`src/rtl/spi_bridge_pkg.sv`:
```
// Shared definitions for the SPI-to-APB bridge control block.
// - state_t  : control FSM state encoding
// - ERR_*    : err_code values
// - STAT_*   : status-frame field offsets above the slave-index field
// - sel_width: width of the slave-index field for a given slave count
package spi_bridge_pkg;

    typedef enum logic [2:0] {
        StIdle,
        StWaitWr,
        StSetupWr,
        StAccessWr,
        StSetupRd,
        StAccessRd,
        StWaitRd,
        StError
    } state_t;

    localparam logic [1:0] ERR_NONE = 2'b00;
    localparam logic [1:0] ERR_SLV  = 2'b01;  // pslverr or out-of-range slave index
    localparam logic [1:0] ERR_TMO  = 2'b10;
    localparam logic [1:0] ERR_UNDR = 2'b11;  // MISO started before read data arrived

    // status = {write, burst, index[SEL_W-1:0]}
    localparam int unsigned STAT_BURST_OFS = 0;
    localparam int unsigned STAT_WRITE_OFS = 1;

    function automatic int unsigned sel_width(input int unsigned nslv);
        return (nslv > 1) ? $clog2(nslv) : 1;
    endfunction

endpackage

```
`src/rtl/apb_tmo_cnt.sv`:
```
// Access-phase timeout counter.
// Ports:
//   clk, reset_n : clock, async active-low reset
//   i_clr        : hold the count at zero
//   i_en         : count one access cycle
//   o_expired    : count has reached TMO-1 (terminal access cycle)
module apb_tmo_cnt #(
    parameter int unsigned  TMO   = 64,
    localparam int unsigned CNT_W = $clog2(TMO)
) (
    input  logic clk,
    input  logic reset_n,
    input  logic i_clr,
    input  logic i_en,
    output logic o_expired
);

    logic [CNT_W-1:0] r_cnt;

    assign o_expired = (r_cnt == CNT_W'(TMO - 1));

    // Saturates at the terminal count so a held access never wraps.
    always_ff @(posedge clk or negedge reset_n) begin
        if (!reset_n) begin
            r_cnt <= '0;
        end else if (i_clr) begin
            r_cnt <= '0;
        end else if (i_en && !o_expired) begin
            r_cnt <= r_cnt + CNT_W'(1);
        end
    end

endmodule

```
`src/rtl/spi_apb_bridge_ctrl.sv`:
```
// Control FSM between the SPI slave deserialiser and an APB3 master port.
// Decoded address/status/data frames become APB transfers to one of NSLV slaves.
// Ports:
//   clk, reset_n                     : clock, async active-low reset
//   address_ready/addr               : start address pulse + value
//   status_ready/status              : command pulse + {write, burst, slave index}
//   data_ready/wdata                 : write data valid / read data consumed
//   cs_n_o                           : SPI chip select, high ends the frame
//   miso_start                       : serialiser began shifting rdata out
//   pready/prdata/pslverr            : APB slave response
//   psel/penable/pwrite/pstrb/paddr/pwdata : APB request
//   rdata                            : data to the MISO serialiser (ERR_WORD in error)
//   err/err_code                     : error entry pulse, sticky error code
module spi_apb_bridge_ctrl
    import spi_bridge_pkg::*;
#(
    parameter int unsigned  ADDR_W   = 20,
    parameter int unsigned  DATA_W   = 16,
    parameter int unsigned  NSLV     = 2,
    parameter int unsigned  TMO      = 64,
    parameter logic [15:0]  ERR_WORD = 16'h4552,
    localparam int unsigned SEL_W    = sel_width(NSLV),
    localparam int unsigned STRB_W   = DATA_W / 8
) (
    input  logic              clk,
    input  logic              reset_n,
    input  logic              address_ready,
    input  logic              status_ready,
    input  logic              data_ready,
    input  logic [ADDR_W-1:0] addr,
    input  logic [SEL_W+1:0]  status,
    input  logic [DATA_W-1:0] wdata,
    input  logic              cs_n_o,
    input  logic              miso_start,
    input  logic              pready,
    input  logic [DATA_W-1:0] prdata,
    input  logic [NSLV-1:0]   pslverr,
    output logic [NSLV-1:0]   psel,
    output logic              penable,
    output logic              pwrite,
    output logic [STRB_W-1:0] pstrb,
    output logic [ADDR_W-1:0] paddr,
    output logic [DATA_W-1:0] pwdata,
    output logic [DATA_W-1:0] rdata,
    output logic              err,
    output logic [1:0]        err_code
);

    localparam logic [DATA_W-1:0] ERR_RDATA = DATA_W'(ERR_WORD);
    localparam logic [ADDR_W-1:0] ADDR_STEP = ADDR_W'(STRB_W);

    state_t            r_state;
    state_t            w_state_nxt;
    logic [ADDR_W-1:0] r_addr;
    logic [ADDR_W-1:0] w_addr_nxt;
    logic              r_cs_flag;
    logic              r_underrun;
    logic              w_underrun_nxt;
    logic [1:0]        w_code_nxt;
    logic [SEL_W-1:0]  r_idx;
    logic              r_write;
    logic              r_burst;

    logic [SEL_W-1:0]  w_st_idx;
    logic              w_st_write;
    logic              w_st_burst;
    logic              w_start;
    logic              w_idx_ok;
    logic [SEL_W-1:0]  w_idx;
    logic [NSLV-1:0]   w_sel_1h;
    logic              w_slverr;
    logic              w_in_access;
    logic              w_tmo_clr;
    logic              w_tmo_exp;
    logic              w_apb_nxt;

    assign w_st_idx    = status[SEL_W-1:0];
    assign w_st_write  = status[SEL_W + STAT_WRITE_OFS];
    assign w_st_burst  = status[SEL_W + STAT_BURST_OFS];
    assign w_start     = (r_state == StIdle) && status_ready;
    assign w_idx_ok    = (32'(w_st_idx) < NSLV);
    // A command starting from IDLE may go straight to SETUP_RD, so use the live index.
    assign w_idx       = w_start ? w_st_idx : r_idx;
    assign w_in_access = (r_state == StAccessWr) || (r_state == StAccessRd);
    assign w_tmo_clr   = !w_in_access;

    apb_tmo_cnt #(
        .TMO(TMO)
    ) u_tmo_cnt (
        .clk      (clk),
        .reset_n  (reset_n),
        .i_clr    (w_tmo_clr),
        .i_en     (w_in_access),
        .o_expired(w_tmo_exp)
    );

    always_comb begin
        w_sel_1h = '0;
        w_slverr = 1'b0;
        for (int unsigned i = 0; i < NSLV; i++) begin
            w_sel_1h[i] = (w_idx == SEL_W'(i));
            if (r_idx == SEL_W'(i)) begin
                w_slverr = pslverr[i];
            end
        end
    end

    // address_ready has priority over the post-beat increment.
    always_comb begin
        w_addr_nxt = r_addr;
        if (address_ready) begin
            w_addr_nxt = addr;
        end else if (w_in_access && pready) begin
            w_addr_nxt = r_addr + ADDR_STEP;
        end
    end

    always_comb begin
        w_state_nxt    = r_state;
        w_code_nxt     = err_code;
        w_underrun_nxt = r_underrun;
        unique case (r_state)
            StIdle: begin
                if (status_ready) begin
                    w_code_nxt = ERR_NONE;
                    if (!w_idx_ok) begin
                        w_state_nxt = StError;
                        w_code_nxt  = ERR_SLV;
                    end else if (w_st_write) begin
                        w_state_nxt = StWaitWr;
                    end else begin
                        w_state_nxt = StSetupRd;
                    end
                end
            end
            StWaitWr: begin
                if (r_cs_flag) begin
                    w_state_nxt = StIdle;
                end else if (data_ready) begin
                    w_state_nxt = StSetupWr;
                end
            end
            StSetupWr: w_state_nxt = StAccessWr;
            StSetupRd: w_state_nxt = StAccessRd;
            StAccessWr, StAccessRd: begin
                // pready beats the terminal count.
                if (pready) begin
                    if (w_slverr) begin
                        w_state_nxt = StError;
                        w_code_nxt  = ERR_SLV;
                    end else if (r_state == StAccessRd) begin
                        // Underrun code was latched when it was detected.
                        w_state_nxt = r_underrun ? StError : StWaitRd;
                    end else if (r_burst && !r_cs_flag) begin
                        w_state_nxt = StWaitWr;
                    end else begin
                        w_state_nxt = StIdle;
                    end
                end else if (w_tmo_exp) begin
                    w_state_nxt = StError;
                    w_code_nxt  = ERR_TMO;
                end else if ((r_state == StAccessRd) && miso_start) begin
                    // Report now, but keep the APB access alive until it resolves.
                    w_underrun_nxt = 1'b1;
                    w_code_nxt     = ERR_UNDR;
                end
            end
            StWaitRd: begin
                if (r_cs_flag) begin
                    w_state_nxt = StIdle;
                end else if (data_ready) begin
                    w_state_nxt = r_burst ? StSetupRd : StIdle;
                end
            end
            StError: begin
                if (r_cs_flag) begin
                    w_state_nxt = StIdle;
                end else if (data_ready) begin
                    if (!r_burst) begin
                        w_state_nxt = StIdle;
                    end else begin
                        w_state_nxt = r_write ? StSetupWr : StSetupRd;
                    end
                end
            end
        endcase
        if (w_state_nxt != StAccessRd) begin
            w_underrun_nxt = 1'b0;
        end
    end

    assign w_apb_nxt = (w_state_nxt == StSetupWr) || (w_state_nxt == StAccessWr) ||
                       (w_state_nxt == StSetupRd) || (w_state_nxt == StAccessRd);

    always_ff @(posedge clk or negedge reset_n) begin
        if (!reset_n) begin
            r_state    <= StIdle;
            r_addr     <= '0;
            r_cs_flag  <= 1'b0;
            r_underrun <= 1'b0;
            r_idx      <= '0;
            r_write    <= 1'b0;
            r_burst    <= 1'b0;
            psel       <= '0;
            penable    <= 1'b0;
            pwrite     <= 1'b0;
            pstrb      <= '0;
            paddr      <= '0;
            pwdata     <= '0;
            rdata      <= '0;
            err        <= 1'b0;
            err_code   <= ERR_NONE;
        end else begin
            r_state    <= w_state_nxt;
            r_addr     <= w_addr_nxt;
            r_cs_flag  <= (r_state == StIdle) ? 1'b0 : (r_cs_flag | cs_n_o);
            r_underrun <= w_underrun_nxt;
            if (w_start) begin
                r_idx   <= w_st_idx;
                r_write <= w_st_write;
                r_burst <= w_st_burst;
            end
            psel    <= w_apb_nxt ? w_sel_1h : '0;
            penable <= (w_state_nxt == StAccessWr) || (w_state_nxt == StAccessRd);
            pstrb   <= w_apb_nxt ? {STRB_W{1'b1}} : '0;
            if (w_state_nxt == StSetupWr) begin
                pwrite <= 1'b1;
                pwdata <= wdata;
                paddr  <= w_addr_nxt;
            end else if (w_state_nxt == StSetupRd) begin
                pwrite <= 1'b0;
                paddr  <= w_addr_nxt;
            end
            if (w_state_nxt == StError) begin
                rdata <= ERR_RDATA;
            end else if ((r_state == StAccessRd) && (w_state_nxt == StWaitRd)) begin
                rdata <= prdata;
            end
            err      <= (w_state_nxt == StError) && (r_state != StError);
            err_code <= w_code_nxt;
        end
    end

endmodule

```
`config.mk`:
```
export PLATFORM = sky130hd
export DESIGN_NAME = spi_apb_bridge_ctrl
export DESIGN_NICKNAME = d
export VERILOG_FILES = /design/src/rtl/spi_bridge_pkg.sv /design/src/rtl/apb_tmo_cnt.sv /design/src/rtl/spi_apb_bridge_ctrl.sv
export SDC_FILE = /design/constraint.sdc
export NUM_CORES = 1
export LEC_CHECK = 0
export CAP_MARGIN = 0
export CORE_MARGIN = 5
export CORE_UTILIZATION = 48
export CTS_BUF_LIST = sky130_fd_sc_hd__clkbuf_8 sky130_fd_sc_hd__clkbuf_16
export CTS_CLUSTER_DIAMETER = 60
export DETAILED_ROUTE_END_ITERATION = 7
export PLACE_DENSITY = 0.89
export SLEW_MARGIN = 5
export SYNTH_ARGS = -nofsm -noshare
export SYNTH_HDL_FRONTEND = slang
export SYNTH_HIERARCHICAL = 1
export SYNTH_SLANG_ARGS = --single-unit
```
`constraint.sdc`:
```
create_clock -name clk -period 3.1 [get_ports clk]
set_clock_uncertainty 0.15 [all_clocks]
set_input_delay 0.465 -clock clk [delete_from_list [all_inputs] [get_ports clk]]
set_output_delay 0.465 -clock clk [all_outputs]
set_load 0.005 [all_outputs]
```
==> impl_results.rst, run 1 <==
.. list-table::
   :header-rows: 1

   * - Metric
     - Value
   * - RSZ-0062 raised after global routing
     - false
   * - Setup TNS
     - 0 ns
   * - Vias in the first global route
     - between 3k and 4k
   * - Category of the worst setup path launch point
     - flip-flop
   * - DR vias
     - 3257
   * - Syn Area/Cell
     - between 10 and 15 um2
   * - Clock buffer count from CTS
     - 9
   * - Post-detailed-route wirelength per cell
     - between 15 and 20 um
   * - Post-CTS sizing
     - 0
   * - Class of the most critical setup path
     - flip-flop to flip-flop
   * - Hold Fails Final Rpt
     - 0
   * - Number of enable-type register cells in the synthesized netlist
     - 0
   * - Netlist area before placement
     - 4501 um2
   * - Number of antenna diodes
     - 0
   * - Remaining max-slew budget at the tightest pin
     - 0.6307
   * - Crit path time final
     - 2.726 ns
   * - Number of standard cells in the layout, taps in and fillers out
     - 604
   * - HPWL Detailed
     - 7487 um
   * - Effective utilization at floorplan
     - 0.4894
   * - Worst Path Max Fanout
     - 20
   * - CTS tree
     - yes
   * - Final cell area excluding filler cells
     - 5988 um2
   * - Instance area after placement
     - 5804 um2
   * - RePlAce Congestion
     - about 0.8
   * - Filler instances
     - 705
   * - Master cell of the clock root buffer
     - clkbuf_8
   * - Clock-pin slew on the worst setup and hold paths
     - 0.09 ns
   * - CTS Hold Buffers Added
     - 1
   * - Die span in y
     - 106.8 um
   * - Highest ir drop seen on vdd
     - 633.2 uV
   * - Layout Nets
     - 555
   * - Proportion of synthesized chip area in sequential cells
     - 0.5227
   * - Synth top area share
     - 0.5227
   * - Number of DRC markers after the initial detailed-route iteration
     - about 180
   * - CTS Sinks
     - 94
   * - Arrival time of data at the critical path endpoint
     - 2.81 ns
   * - Highest achievable clock rate
     - 366.8 MHz
   * - Area of the die
     - 11410 um2
   * - Detailed-router iteration count before antenna repair
     - 5
   * - List of most frequent post-synthesis cells
     - dfrtp_1 (94), nand2_1 (34), mux2_4 (30)
   * - Maximum number of pins on one net before global-route repair
     - 52
   * - Number of max-slew violations in the final report
     - 0
   * - Share of layout cells above drive strength 1
     - 0.1562
   * - Net count after synthesis
     - 430
   * - Horiz. Die Dim
     - 106.8 um
   * - Ys async rst share
     - 1.000
   * - # H-tree levels
     - 3
   * - GRT Overall Usage
     - 0.1856
   * - Most frequent cell after synthesis
     - dfrtp_1
   * - Wire length of the first global-routing pass
     - 17040 um
   * - Deepest clock path buffer count
     - 2
   * - Final routed DRC violation total
     - 0
   * - Max-cap violation count
     - 0
   * - Required time worst endpoint
     - 3.18 ns
   * - Warnings, synthesis
     - 6
   * - Synthesized netlist cell count
     - between 300 and 400
   * - Congestion Overflow GR
     - 0
   * - Area growth syn-to-layout
     - 33.06%
   * - Area inside the core boundary
     - between 9000 and 10000 um2
   * - Hold slack
     - 0.3528 ns
   * - Pwr per Cell Area
     - 963.4 nW/um2
   * - Routed vias/inst
     - roughly 5.4
   * - #FFs+latches synth
     - 94
   * - Most used flip-flop cell after synthesis
     - dfrtp_1
   * - Cell accounting for the most synthesized area
     - dfrtp_1
   * - Leakage power
     - ~0.0025 uW
   * - Run status
     - finished clean
   * - Skew-Pair Late Insertion Delay
     - 0.35 ns
   * - Sum of internal, switching and leakage power
     - 5769 uW
   * - Crit end category
     - flip-flop
   * - Most area-consuming cells after synthesis
     - dfrtp_1 (52%), mux2_4 (10%), nand2_1 (2.8%), xnor2_1 (2.3%), o21ai_0 (2.1%)
   * - Port Buf Inserts
     - 125
   * - Count of unique library cells instantiated by Yosys
     - 60
   * - Initial antenna violation count
     - 0
   * - Detailed-route wire length
     - ~10000 um
   * - Tcrit/Tclk final
     - 0.8794
   * - Transition time of the tightest slew-check pin
     - between 0.5 and 0.6 ns
   * - Top-Level Pins
     - 126
   * - Placed cell count
     - 587
   * - Post-CTS setup buffer count
     - 0
   * - Type of the most critical hold path
     - flip-flop to flip-flop
   * - Standard-cell row count
     - 35
   * - Post-route ant nets
     - 0
   * - Finish-stage setup viols
     - 0
==> flip-flops by register name, summed over array words and instances (netlist names) <==
signal           flops
penable              1
err                  1
pwdata              16
err_code             2
r_idx                1
rdata               16
psel                 2
r_addr              20
r_burst              1
r_underrun           1
pstrb                1
paddr               20
r_state              3
r_cs_flag            1
u_tmo_cnt/r_cnt      6
pwrite               1
r_write              1
==> path summary, 6_finish.rpt <==
kind                                                start                              to  slack (ns)  depth (start not counted)
hold / removal                      pwdata[2]$_DFFE_PN0P_           pwdata[2]$_DFFE_PN0P_        0.35                          1
hold reg to reg                     pwdata[2]$_DFFE_PN0P_           pwdata[2]$_DFFE_PN0P_        0.35                          1
max in group asynchronous                         reset_n            paddr[3]$_DFFE_PN0P_        1.65                          3
min in group asynchronous                         reset_n  u_tmo_cnt/r_cnt[5]$_DFFE_PN0P_        0.49                          2
setup / recovery           u_tmo_cnt/r_cnt[0]$_DFFE_PN0P_            paddr[9]$_DFFE_PN0P_        0.37                          9
setup reg to reg           u_tmo_cnt/r_cnt[0]$_DFFE_PN0P_            paddr[9]$_DFFE_PN0P_        0.37                          9
==> layout by cell type (no fill, tap or decap), types with 3 or more instances in the layout <==
| cell | n |
|---|---|
| mux2_1 | 6 |
| a21oi_1 | 8 |
| nand2_1 | 34 |
| clkdlybuf4s50_1 | 124 |
| o21ai_0 | 19 |
| inv_1 | 11 |
| clkbuf_8 | 9 |
| o22a_1 | 8 |
| and3_1 | 6 |
| dfrtp_1 | 94 |
| buf_4 | 8 |
| xor2_1 | 8 |
| nor2_1 | 12 |
| nor4_1 | 4 |
| nand2b_1 | 3 |
| mux2_2 | 6 |
| nand4_1 | 9 |
| a22o_1 | 10 |
| mux2_4 | 30 |
| nor2b_1 | 4 |
| nor3_1 | 7 |
| xnor2_1 | 12 |
| nor3b_1 | 3 |
==> report_power, final <==
group          switching, uW  internal (uW)  total, uW
Combinational           1140           1830       2970
Sequential               360           1700       2060
Clock                    442            293        736
Total                   1950           3820       5770
==> worst max-delay path: stages, from the launching register on <==
cell	delay [ns]
dfrtp_1	0.43
ha_1	0.27
nand2_4	0.12
nor2b_4	0.06
or2_4	0.25
a2111oi_4	0.51
xnor2_2	0.16
nor2_4	0.12
buf_12	0.20
mux2_4	0.32
==> cells by family (layout without fill, tap and decap cells) <==
| logic type | Yosys count | after routing | synth area share |
|---|---|---|---|
| buf+inv | 32 | 162 | 0.04837 |
| xor+xnor | 21 | 21 | 0.04254 |
| simple gates | 105 | 105 | 0.1368 |
| compound gates | 65 | 65 | 0.1095 |
| mux | 44 | 44 | 0.1346 |
| flops | 94 | 94 | 0.5227 |
| fa+ha+maj | 2 | 2 | 0.005559 |
==> cell type report <==
| class | count | area [um2] | share of cell area |
|---|---|---|---|
| timing repair buffer | 135 | 1351 | 0.2257 |
| clock buffer | 9 | 123.9 | 0.02069 |
| multi-input combinational | 237 | 1931 | 0.3224 |
| inverter | 11 | 41.29 | 0.006895 |
| tap | 111 | 138.9 | 0.02319 |
| clock inverter | 7 | 50.05 | 0.008358 |
| sequential | 94 | 2352 | 0.3928 |
==> through the flow <==
step                        util  setup slack, ns
after floorplan                -           0.5152
after global placement    0.6312           0.2585
after detailed placement  0.6312           0.2133
after CTS                 0.6512           0.3517
after global routing      0.6512           0.2427
final                     0.6512           0.3740
==> per-layer routing <==
layer  up-vias  track usage  share of wire
met5         -            0              0
met4         0      0.04749          0.014
met3        13      0.06081          0.067
met2       105       0.2977           0.48
met1      1588       0.2439           0.44
li1       1551            -              -
Note: power is estimated with default switching activity, not from simulation.
==> inputs of run 2 (changes only) <==
--- a/config.mk
+++ b/config.mk
@@ -5,7 +5,6 @@
 export SDC_FILE = /design/constraint.sdc
 export NUM_CORES = 1
 export LEC_CHECK = 0
-export CAP_MARGIN = 0
 export CORE_MARGIN = 5
 export CORE_UTILIZATION = 48
 export CTS_BUF_LIST = sky130_fd_sc_hd__clkbuf_8 sky130_fd_sc_hd__clkbuf_16
@@ -17,3 +16,4 @@
 export SYNTH_HDL_FRONTEND = slang
 export SYNTH_HIERARCHICAL = 1
 export SYNTH_SLANG_ARGS = --single-unit
+export TNS_END_PERCENT = 30
==> results of run 2 <==
Final layout, timing and power as in run 1 (identical DEF).
==> inputs of run 3 (changes only) <==
--- a/config.mk
+++ b/config.mk
@@ -11,7 +11,6 @@
 export CTS_CLUSTER_DIAMETER = 60
 export DETAILED_ROUTE_END_ITERATION = 7
 export PLACE_DENSITY = 0.89
-export SLEW_MARGIN = 5
 export SYNTH_ARGS = -nofsm -noshare
 export SYNTH_HDL_FRONTEND = slang
 export SYNTH_HIERARCHICAL = 1
==> results of run 3 <==
Final layout, timing and power as in run 1 (identical DEF).
